File: src/rtl/banco_registros.sv
// Register file: two combinational read ports, one synchronous write port, R0 reads zero.
// Optional same-cycle write forwarding to the read ports when WRITE_BYPASS_EN is defined.
module banco_registros #(
   parameter int N      = 16,
   parameter int ADDR_W = 4
) (
   input  logic              clk_i,
   input  logic              rst_ni,
   input  logic              wr_en_i,
   input  logic [ADDR_W-1:0] wr_addr_i,
   input  logic [N-1:0]      wr_data_i,
   input  logic [ADDR_W-1:0] rd_addr_a_i,
   input  logic [ADDR_W-1:0] rd_addr_b_i,
   output logic [N-1:0]      rd_data_a_o,
   output logic [N-1:0]      rd_data_b_o
);

   localparam int NREG = 2**ADDR_W;

   logic [N-1:0] regs_reg [1:NREG-1];
   logic [N-1:0] rd_view  [NREG];
   logic [N-1:0] rd_a_next;
   logic [N-1:0] rd_b_next;
   logic         wr_valid;

   assign wr_valid   = wr_en_i && (wr_addr_i != '0);
   assign rd_view[0] = '0;

   genvar gi;
   generate
      for (gi = 1; gi < NREG; gi++) begin : g_reg
         always_ff @(posedge clk_i or negedge rst_ni) begin
            if (!rst_ni) begin
               regs_reg[gi] <= '0;
            end else if (wr_valid && (wr_addr_i == ADDR_W'(gi))) begin
               regs_reg[gi] <= wr_data_i;
            end
         end
         assign rd_view[gi] = regs_reg[gi];
      end
   endgenerate

   always_comb begin
      rd_a_next = rd_view[rd_addr_a_i];
      rd_b_next = rd_view[rd_addr_b_i];
`ifdef WRITE_BYPASS_EN
      // Forward only real writes; address 0 is excluded by wr_valid.
      if (wr_valid && (rd_addr_a_i == wr_addr_i)) rd_a_next = wr_data_i;
      if (wr_valid && (rd_addr_b_i == wr_addr_i)) rd_b_next = wr_data_i;
`endif
   end

   // Outputs are forced to zero while reset is held, bypass or not.
   assign rd_data_a_o = rst_ni ? rd_a_next : '0;
   assign rd_data_b_o = rst_ni ? rd_b_next : '0;

endmodule

File: config.mk
export PLATFORM = sky130hd
export DESIGN_NAME = banco_registros
export DESIGN_NICKNAME = d
export VERILOG_FILES = /design/src/rtl/banco_registros.sv
export SDC_FILE = /design/constraint.sdc
export NUM_CORES = 1
export LEC_CHECK = 0
export CAP_MARGIN = 25
export CORE_MARGIN = 2
export CORE_UTILIZATION = 58
export DETAILED_ROUTE_END_ITERATION = 7
export DONT_BUFFER_PORTS = 1
export GPL_TIMING_DRIVEN = 0
export PLACE_DENSITY = 0.73
export SYNTH_ARGS = -nofsm -noshare
export SYNTH_HDL_FRONTEND = slang
export SYNTH_SLANG_ARGS = --single-unit
File: constraint.sdc
create_clock -name clk_i -period 1.85 [get_ports clk_i]
set_input_delay 0.37 -clock clk_i [delete_from_list [all_inputs] [get_ports clk_i]]
set_output_delay 0.37 -clock clk_i [all_outputs]
set_load 0.01 [all_outputs]
==> qor.log <==
INFO  outcome        status=finished, violations left
INFO  outcome        violations=negative hold slack, negative setup slack
INFO  worst_setup_path timing.reg2reg.setup_slack=0.83ns
INFO  placed_design  detailed_place_hpwl=25,440um
INFO  worst_setup_path path_cells=mux4_2, mux2i_4, nand2_1, o311a_4
INFO  clock_tree     cts.clk_slew.worst_paths=0.07ns
INFO  worst_setup_path worst_setup_ep_type=output port
INFO  worst_setup_path critical_path_required=1.48ns
INFO  detailed_routing drt_pass1_iterations=4
INFO  placed_design  place_ws=-0.7978ns
INFO  synth          synth-seq-area-share=45.56%
INFO  detailed_routing first_iter_violations=708
INFO  worst_setup_path crit_arrival=1.96ns
INFO  placed_design  place.gp.congestion=0.8891
INFO  detailed_routing vias_per_cell=6.785
INFO  sta            worst_clock_skew=0ns
INFO  synth          synth.ff_latch_count=240
INFO  synth          synth_fp_nets=1,006
INFO  synth          synthDistinctLibCells=29
INFO  sta            final-hold-violation-count=240
INFO  grt            antenna_found_initial=1
INFO  detailed_routing postRouteAntennaNets=0
INFO  clock_tree     total_cts_buffers=27
INFO  grt            number_of_global_route_vias_before_repair=9,923
INFO  grt            gr-usage-all-layers=33.90%
INFO  synth          number_of_cells_produced_by_synthesis=975
INFO  die            io_pins=63
INFO  sta            post-route-period-util=126.0%
INFO  sta            timing.slew.headroom=48.67%
INFO  sta            report.final.slew_viol_count=0
INFO  final_layout   finish.instance_area=16,380um2
INFO  final_layout   syn2layout_area_growth=24.27%
INFO  worst_setup_path criticalPathCategory=reg -> out
INFO  placed_design  placed_cells_incl_taps=1,260
INFO  final_layout   layout-drive-gt1-share=54.00%
INFO  sta            tightestPinTransition=0.7699ns
INFO  worst_setup_path crit_slowest_cell=mux4_2
INFO  final_layout   largest_register_ff_count=240
INFO  synth          synthesis.area=13,180um2
INFO  worst_setup_path worst_path_largest_cell_delay=0.50ns
INFO  clock_tree     cts_tree=built
INFO  clock_tree     cts.sinks=240
INFO  clock_tree     max_buffers_root_to_sink=3
INFO  worst_setup_path cp-start-kind=register
INFO  sta            post-route-worst-setup-slack=-0.4801ns
INFO  power_and_ir_drop power_leakage=7.046nW
INFO  placed_design  port_buffers=0
INFO  sta            final-setup-viol-count=32
INFO  placed_design  dpl-instance-area=13,750um2
INFO  grt            grt_max_degree=242
INFO  die            fp.dieH=154.8um
INFO  grt            global_route.overflow_total=0
INFO  die            initial_utilization=58.58%
INFO  final_layout   final-instance-count-excl-fill=1,401
INFO  die            core_area=22,500um2
INFO  sta            unrepaired_setup_endpoints_after_global_routing=true
INFO  worst_setup_path critical_path_buf_inv_count=0
INFO  flow_run       drv.max_cap_violation_count=0
INFO  synth          synthesis.yosys.warnings=0
INFO  final_layout   number_of_inserted_filler_cells_in_the_final_layout=1,497
INFO  worst_setup_path cpLargestDelayFamily=multiplexers
INFO  detailed_routing post-route-drc-count=0
INFO  clock_tree     clk-insertion-delay-late=0.53ns
INFO  die            rows=55
INFO  sta            finalWorstPathRequiredPeriod=2.330ns
INFO  clock_tree     cts-hold-fix-buffers=16
INFO  synth          synth.avg_cell_area=13.52um2
INFO  final_layout   layout.nets=1,129
INFO  worst_setup_path worstPathMaxFanout=3
INFO  power_and_ir_drop vdd_drop_max=0.0008348V
INFO  die            fp.dieArea=23,950um2
INFO  sta            hold_ws=-0.4619ns
INFO  detailed_routing routedWlPerCell=28.70um
INFO  clock_tree     h-tree-depth=1
INFO  hold_path      worst_hold_path_type=in -> async
INFO  die            die_w=154.8um
INFO  power_and_ir_drop cellPowerDensity=1069nW/um2
INFO  sta            max_freq=429.2MHz
INFO  detailed_routing drt_wl_total=40,210um
INFO  detailed_routing route.vias.total=9,506
INFO  clock_tree     clockRootBuffer=clkbuf_16
INFO  sta            final.setup.tns=-12.02ns
INFO  grt            grt_first_pass_wirelength=61,020um
==> synthesized netlist by cell type, drive strengths merged <==
| master | count | share of area (%) |
|---|---|---|
| mux2i | 111 | 8.4 |
| nand3b | 4 | 0.28 |
| nor3b | 1 | 0.057 |
| a22oi | 47 | 2.7 |
| nand2 | 20 | 0.57 |
| a221oi | 16 | 1.1 |
| nand3 | 1 | 0.038 |
| nor2 | 25 | 0.88 |
| and2 | 1 | 0.047 |
| nand4 | 16 | 0.76 |
| mux2 | 272 | 23 |
| o21ai | 1 | 0.038 |
| o211a | 1 | 0.076 |
| nor2b | 21 | 1.0 |
| dfrtp | 240 | 46 |
| or3 | 3 | 0.14 |
| o22ai | 15 | 0.71 |
| buf | 54 | 2.6 |
| mux4 | 49 | 8.4 |
| nand2b | 4 | 0.19 |
| o311a | 15 | 1.1 |
| o31ai | 16 | 0.91 |
| clkbuf | 42 | 1.2 |
==> worst paths after layout <==
check,startpoint,end,cells after the start
max in group asynchronous,rst_ni,rd_view[183],0
min in group clk_i,wr_addr_i[1],rd_view[191],3
hold reg to reg,rd_view[16],rd_view[16],1
setup reg to reg,rd_view[15],rd_view[15],3
setup / recovery,rd_view[116],rd_data_b_o[4],4
hold / removal,rst_ni,rd_view[39],0
==> cells in the final DEF, fill, tap and decap left out, types with 3 or more instances in the layout <==
master,n
mux2_2,270
dfrtp_1,240
mux2i_1,92
buf_4,72
mux4_2,49
a22oi_1,45
clkbuf_16,29
clkbuf_1,28
buf_2,20
nand2_1,20
buf_6,19
nand4_1,16
dlygate4sd3_1,16
nor2b_4,15
o22ai_1,15
nor2_1,15
o31ai_4,13
buf_12,12
mux2i_4,11
clkbuf_2,10
clkbuf_8,9
a221oi_4,9
o311a_4,9
nor2_2,9
mux2i_2,8
a221oi_2,6
o311a_1,6
nor2b_1,5
clkinv_2,5
buf_16,5
diode_2,3
clkbuf_4,3
buf_8,3
o31ai_2,3
nand2b_1,3
or3_1,3
==> worst register-to-register path: cells and delay by family, from the launching register on <==
| family | cells | cell delay (ns) |
|---|---|---|
| multiplexers | 1 | 0.25 |
| flip-flops | 1 | 0.39 |
| buffers and inverters | 2 | 0.27 |
==> report_power, final <==
part	internal [W]	switching [W]
Clock	0.00302	0.00215
Sequential	0.00648	0.000954
Combinational	0.00288	0.00203
Total	0.0124	0.00513
==> cell families after synthesis <==
group / after synthesis / share of synthesized area, %
AND/OR/NAND/NOR: 96 / 3.968
multiplexers: 432 / 40.07
buffers and inverters: 96 / 3.787
AO/OA/AOI/OAI: 111 / 6.616
flip-flops: 240 / 45.56
==> area by class of cell <==
type / count / area (um2) / area share [%]
antenna: 3 / 7.507 / 0.04583
buffer: 93 / 745.7 / 4.552
clock buffer: 38 / 777.0 / 4.743
clock inverter: 6 / 55.05 / 0.3361
multi-input combinational: 639 / 7476 / 45.64
sequential: 240 / 6006 / 36.66
tap: 285 / 356.6 / 2.177
timing repair buffer: 97 / 957.2 / 5.843
==> timing repair <==
item | in CTS | in global routing
pin swaps | 23 | 24
setup endpoints to repair | 32 | 32
resized for setup | 130 | 55
gates cloned | 6 | 1
setup buffers | 61 | 20
hold endpoints to repair | 320 | 240
==> metrics by stage <==
stage / total power (W) / utilization [%]
floorplan: 0.01008 / -
global placement: 0.01088 / 61.10
detailed placement: 0.01105 / 61.10
CTS: 0.01706 / 71.32
global route: 0.01814 / 72.78
finish: 0.01751 / 72.79
==> layer usage <==
| metal | track usage, % | vias to the layer above | share of wire (%) |
|---|---|---|---|
| li1 | - | 3991 | - |
| met1 | 45.01 | 4958 | 40 |
| met2 | 55.19 | 438 | 48 |
| met3 | 6.304 | 119 | 7.1 |
| met4 | 14.51 | 0 | 5.5 |
| met5 | 0 | - | 0 |
No activity file was read; power rests on OpenSTA's default activity.
